[src/rtl/fetch_pkg.sv]
// Shared types and constants for the fetch sequencer.
// State encoding, instruction size and default reset PC.
package fetch_pkg;

  typedef enum logic [1:0] {
    REQ,
    WAIT,
    PRESENT,
    HALT
  } state_t;

  localparam int INSTR_BYTES = 4;

  localparam logic [31:0] RESET_PC_DEFAULT = 32'h0000_0000;

endpackage

[src/rtl/fetch_sequencer_next_pc_calc.sv]
// Next fetch address: sequential step or branch target.
// Branch targets are forced to word alignment.
module next_pc_calc
  import fetch_pkg::*;
#(
  parameter int XLEN = 32
) (
  input  logic [XLEN-1:0] pc,
  input  logic            branch,
  input  logic [XLEN-1:0] branch_pc,
  input  logic [XLEN-1:0] branch_offset,
  output logic [XLEN-1:0] next_pc,
  output logic            misalign
);

  logic [XLEN-1:0] target;

  // Redirect target wraps silently; low bits are dropped.
  always_comb begin
    target   = branch_pc + branch_offset;
    misalign = branch && (target[1:0] != 2'b00);
    if (branch) begin
      next_pc = {target[XLEN-1:2], 2'b00};
    end else begin
      next_pc = pc + XLEN'(INSTR_BYTES);
    end
  end

endmodule

[src/rtl/fetch_sequencer.sv]
// Instruction fetch sequencer: owns the PC and issues one
// memory request at a time, with redirect, stall and halt.
module fetch_sequencer
  import fetch_pkg::*;
#(
  parameter int              XLEN     = 32,
  parameter logic [XLEN-1:0] RESET_PC = XLEN'(RESET_PC_DEFAULT),
  parameter int              INSTR_W  = 32
) (
  input  logic               clk,
  input  logic               reset,
  output logic               imem_req_valid,
  input  logic               imem_req_ready,
  output logic [XLEN-1:0]    imem_addr,
  input  logic               imem_resp_valid,
  input  logic [INSTR_W-1:0] imem_resp_data,
  input  logic               stall,
  input  logic               branch,
  input  logic [XLEN-1:0]    branch_pc,
  input  logic [XLEN-1:0]    branch_offset,
  input  logic               finish_flag,
  output logic               instr_valid,
  output logic [INSTR_W-1:0] instr,
  output logic [XLEN-1:0]    instr_pc,
  output logic [XLEN-1:0]    pc,
  output logic               misalign,
  output logic               halted
);

  state_t state_q, state_d;

  logic [XLEN-1:0]    pc_q, pc_d;
  logic [XLEN-1:0]    ipc_q, ipc_d;
  logic [INSTR_W-1:0] instr_q, instr_d;
  logic               req_q, req_d;
  logic               ivld_q, ivld_d;
  logic               mis_q, mis_d;
  logic               halt_q, halt_d;
  logic               flush_q, flush_d;
  logic               hold_req;

  logic [XLEN-1:0] npc;
  logic            npc_mis;

  next_pc_calc #(
    .XLEN(XLEN)
  ) u_npc (
    .pc           (pc_q),
    .branch       (branch),
    .branch_pc    (branch_pc),
    .branch_offset(branch_offset),
    .next_pc      (npc),
    .misalign     (npc_mis)
  );

  // Next state and next register values.
  always_comb begin
    state_d  = state_q;
    pc_d     = pc_q;
    ipc_d    = ipc_q;
    instr_d  = instr_q;
    ivld_d   = ivld_q;
    flush_d  = flush_q;
    mis_d    = 1'b0;
    hold_req = 1'b0;
    if (finish_flag) begin
      state_d = HALT;
      ivld_d  = 1'b0;
      flush_d = 1'b0;
    end else begin
      unique case (state_q)
        REQ: begin
          if (branch) begin
            pc_d     = npc;
            mis_d    = npc_mis;
            hold_req = 1'b1;
          end else if (req_q && imem_req_ready) begin
            state_d = WAIT;
          end
        end
        WAIT: begin
          if (branch) begin
            pc_d  = npc;
            mis_d = npc_mis;
            if (imem_resp_valid) begin
              flush_d = 1'b0;
              state_d = REQ;
            end else begin
              flush_d = 1'b1;
            end
          end else if (imem_resp_valid) begin
            if (flush_q) begin
              flush_d = 1'b0;
              state_d = REQ;
            end else begin
              instr_d = imem_resp_data;
              ipc_d   = pc_q;
              ivld_d  = 1'b1;
              state_d = PRESENT;
            end
          end
        end
        PRESENT: begin
          if (branch) begin
            pc_d    = npc;
            mis_d   = npc_mis;
            ivld_d  = 1'b0;
            state_d = REQ;
          end else if (!stall) begin
            pc_d    = npc;
            ivld_d  = 1'b0;
            state_d = REQ;
          end
        end
        HALT: begin
          ivld_d = 1'b0;
        end
      endcase
    end
    req_d  = (state_d == REQ) && !hold_req;
    halt_d = (state_d == HALT);
  end

  // State and output registers with synchronous reset.
  always_ff @(posedge clk) begin
    if (reset) begin
      state_q <= REQ;
      pc_q    <= RESET_PC;
      ipc_q   <= '0;
      instr_q <= '0;
      req_q   <= 1'b0;
      ivld_q  <= 1'b0;
      mis_q   <= 1'b0;
      halt_q  <= 1'b0;
      flush_q <= 1'b0;
    end else begin
      state_q <= state_d;
      pc_q    <= pc_d;
      ipc_q   <= ipc_d;
      instr_q <= instr_d;
      req_q   <= req_d;
      ivld_q  <= ivld_d;
      mis_q   <= mis_d;
      halt_q  <= halt_d;
      flush_q <= flush_d;
    end
  end

  assign imem_req_valid = req_q;
  assign imem_addr      = pc_q;
  assign pc             = pc_q;
  assign instr_valid    = ivld_q;
  assign instr          = instr_q;
  assign instr_pc       = ipc_q;
  assign misalign       = mis_q;
  assign halted         = halt_q;

endmodule
[config.mk]
export PLATFORM = sky130hd
export DESIGN_NAME = fetch_sequencer
export DESIGN_NICKNAME = d
export VERILOG_FILES = /design/src/rtl/fetch_pkg.sv /design/src/rtl/fetch_sequencer_next_pc_calc.sv /design/src/rtl/fetch_sequencer.sv
export SDC_FILE = /design/constraint.sdc
export NUM_CORES = 1
export LEC_CHECK = 0
export ABC_AREA = 1
export CORE_ASPECT_RATIO = 1.1
export CORE_UTILIZATION = 50
export DETAILED_ROUTE_END_ITERATION = 8
export GPL_TIMING_DRIVEN = 0
export PLACE_DENSITY = 0.82
export RECOVER_POWER = 100
export SYNTH_ARGS = -nofsm -noshare
export SYNTH_HDL_FRONTEND = slang
export SYNTH_SLANG_ARGS = --single-unit
[constraint.sdc]
create_clock -name clk -period 3.2 [get_ports clk]
set_clock_uncertainty 0.05 [all_clocks]
set_input_delay 0.8 -clock clk [delete_from_list [all_inputs] [get_ports clk]]
set_output_delay 0.8 -clock clk [all_outputs]
set_load 0.01 [all_outputs]
==> metrics list <==
* Leading register cell type out of synthesis: dfxtp_1
- The setup path with the least slack is of type primary input to flip-flop.
* Share of synthesized flip-flops with an asynchronous set or reset: 0%
* First element of the critical path: branch_pc[0]
* Power density cells: about 340 nW/µm²
* Status: finished, final reports clean
- Final wirelength: 23,710 µm
- Once the floorplan was initialized, standard cells occupied between 50% and 60% of the core.
- Vias per Instance: 5.325
- For this block, the initial DRC count from the detailed router was between 500 and 600.
- Number of antenna diodes: 0
* Post-Syn Instances: approximately 1,100
- Detailed-router iteration count before antenna repair: 5
- Remaining design rule violation count: 0
- Total of endpoints with negative setup slack in the final report: 0
* Family of cells with the greatest summed delay on the critical path: simple AND/OR/NAND/NOR gates
- Sequential cell area: 1982 µm²
* CP peak stage delay: approximately 0.54 ns
* Path class of the lowest-slack min-delay path: flip-flop to flip-flop
* Leading post-synthesis cells by instance count: 292 x nand2_1, 138 x a21oi_1, 105 x inv_1, 99 x dfxtp_1, 77 x nand3_1
- Summing over every cut layer, the via total after detailed routing is 8,158.
- The number of global-route vias before repair was around 7,600.
* Share of the synthesized area in the top cell type: ~28%
* Io pins: about 240
- Clock latency on the worst-skew pair, taken at its later pin, is around 0.35 ns.
- The finished layout holds approximately 1,500 standard cells, fillers aside.
- The synthesized design contains 0 enable-type register cells.
* Normalized max-slew margin: 52.77%
* Num rows: 45
* Post-route fraction of the period consumed by the critical path: 89.62%
- The worst register-to-register path has a setup slack of roughly 1.2 ns.
- Pin count of the biggest net entering global routing: 17
* Transition time of the tightest slew-check pin: between 0.7 and 0.8 ns
* Core region area: 13,910 µm²
- Count of input and output buffers: between 200 and 250
- From synthesis to final layout, the design area changed by 37.94%.
- In this run the static leakage power is approximately 4.5 nW.
* Post-detailed-route count of antenna-violating nets: 0
- IR analysis of the VDD net gives a maximum drop of approximately 0.00032 V.
- Summed over all nets, the half-perimeter wirelength after detailed placement is 19,060 µm.
- DR WL/cell: about 15 µm
* Max Cap Viol: 0
- For this run, the post-layout net count is 1,475.
- Total congestion overflow: 0
- Dividing the synthesized area by the synthesized cell count gives 6.569 µm².
- In this run the post-CTS setup repair buffer count came out at 0.
- Root Buffer: clkbuf_16
- Clock tree synthesis found a total of 99 sinks.
- Counting the fill cells in the layout gives roughly 1,200.
* Cell accounting for the most synthesized area: dfxtp_1
- Setup slack closes at 0.3321 ns.
* Critical Path Source Type: primary input
* Count of endpoints failing hold in the final timing report: 0
- CTS HTree Levels: 3
- In this run the worst path has a maximum fanout of 4.
- For the worst setup path, the data arrival time is 3.10 ns.
* Number of max-slew violations in the final report: 0
- Final weighted congestion in routability-driven placement: about 1.0
- The worst setup path is captured at a flip-flop.
* Share of the core filled with cells in the final layout: 71.41%
* Clock tree buffer depth: 2
- For this run, the top clock speed supported by timing is 348.7 MHz.
- The signal on the critical path passes through dlygate4sd3_1, ha_1, fa_1, nand3_1, nand2_1, nand2_1, nand2_1, nand3_1, nand2_1, nand2_1, nand2_1, nand2_1, nand3_1, a21oi_1.
* Synth Register Bits: 99
- The number of hold buffers added after CTS was 0.
* Multi-input logic area: 4252 µm²
- Floorplan die area: 14,880 µm²
- Max stage delay cell, worst path: dlygate4sd3_1
* Clock tree from TritonCTS: yes
* Total Neg Setup Slack: 0 ns
- For the worst setup path, the data required time is about 3.4 ns.
* Sum of buffers and inverters on the critical path: 1
* CTS resizes: 0
- Setup repair after global routing left no endpoint under its margin.
* Synth top area cells: dfxtp_1 28%, nand2_1 15%, a21oi_1 9.6%
- Clock-pin slew was measured on the worst setup and hold paths at 0.07 ns.
* Min Tclk post-route: ~2.9 ns
* Distinct cell type count of the synthesized netlist: 41
- Critical hold path startpoint: instr[28]
* Antenna violations before repair: 0
* Placed cell count: ~1,500
* Netlist area before placement: just over 7000 µm²
* Total routing usage reported by global routing: between 30% and 40%
* Cell with the most instances after synthesis: nand2_1
- Ratio of cells with drive above 1 in the final layout: 9.003%
* First-pass GRT wire length: around 37,000 µm
* Die Y: between 100 and 150 µm
- Post-route total power: between 3 and 4 mW
- TritonCTS buffer count: 9
- Sequential elements use between 20% and 30% of the synthesized area.
- Worst setup slack after placement: 0.1364 ns
- Cell seen most often among critical-path stages: nand2_1
* Number of warnings reported in the yosys synthesis log: 0
- Start of the worst register-to-register path: imem_addr[2]
- X dimension of the die: 116.4 µm
==> sequential cells by signal, indices dropped and copies added, names as in the netlist <==
name / flops
instr: 32
imem_addr: 30
instr_pc: 30
state_q: 2
flush_q: 1
halted: 1
imem_req_valid: 1
instr_valid: 1
misalign: 1
==> report_power, final <==
part / internal, mW / leakage [nW] / switching [mW]
registers: 1.28 / 0.805 / 0.0936
logic: 0.463 / 3.56 / 0.544
clock network: 0.531 / 0.126 / 0.491
==> placed cells by master, fill, tap and decap left out, types with 30 or more instances in the layout <==
cell,instances
nand2_1,292
a21oi_1,150
dlygate4sd3_1,122
inv_1,105
clkdlybuf4s50_1,105
dfxtp_1,99
nand3_1,77
nor2_1,75
o21ai_0,48
clkbuf_1,33
ha_1,32
nand3_2,30
==> stage by stage <==
step	instance area, µm²	hold slack (ns)
2_1_floorplan	7218	0.4339
3_3_place_gp	9726	0.3982
3_5_place_dp	9726	0.4014
4_1_cts	9996	0.4119
5_1_grt	9931	0.4198
6_report	9931	0.4066
==> cell type report <==
class | instances | area share [%]
multi-input cells | 811 | 42.81
clock inverters | 5 | 0.3780
inverters | 111 | 4.196
well taps | 188 | 2.369
clock buffers | 11 | 2.343
flip-flops and latches | 99 | 19.96
plain buffers | 80 | 5.065
repair buffers | 227 | 22.88
==> worst paths after layout <==
path,to,cells past startpoint
min reg2reg,instr[28],2
max reg2reg,imem_addr[24],9
max,imem_addr[30],14
min,instr[28],2
==> logic make-up after synthesis <==
| family | Yosys count | synth area share (%) |
|---|---|---|
| and+or+nand+nor | 524 | 33.46 |
| AOI/OAI and AO/OA | 217 | 16.46 |
| buffers and inverters | 191 | 12.90 |
| DFF | 99 | 27.53 |
| adders and majority gates | 33 | 5.839 |
| xor gates and xnor gates | 31 | 3.771 |
| other | 1 | 0.05209 |
==> routing by layer <==
layer	part of all wire (%)	wire length [µm]	up-vias	global-route usage, %
met3	7.3	1738	79	5.532
li1	-	-	4028	-
met5	0	0	-	0
met2	49	11590	359	56.07
met4	4.8	1145	0	18.17
met1	39	9236	3692	35.75
==> worst register-to-register path, stage by stage (launching register included) <==
cell     delay (ns)
dfxtp_1        0.49
ha_1           0.22
nand2_1        0.08
nor2_2         0.19
inv_2          0.09
nor2_1         0.18
nand4_1        0.18
xor2_1         0.18
a21oi_1        0.15
a21oi_1        0.08
No activity file was read; power rests on OpenSTA's default activity.
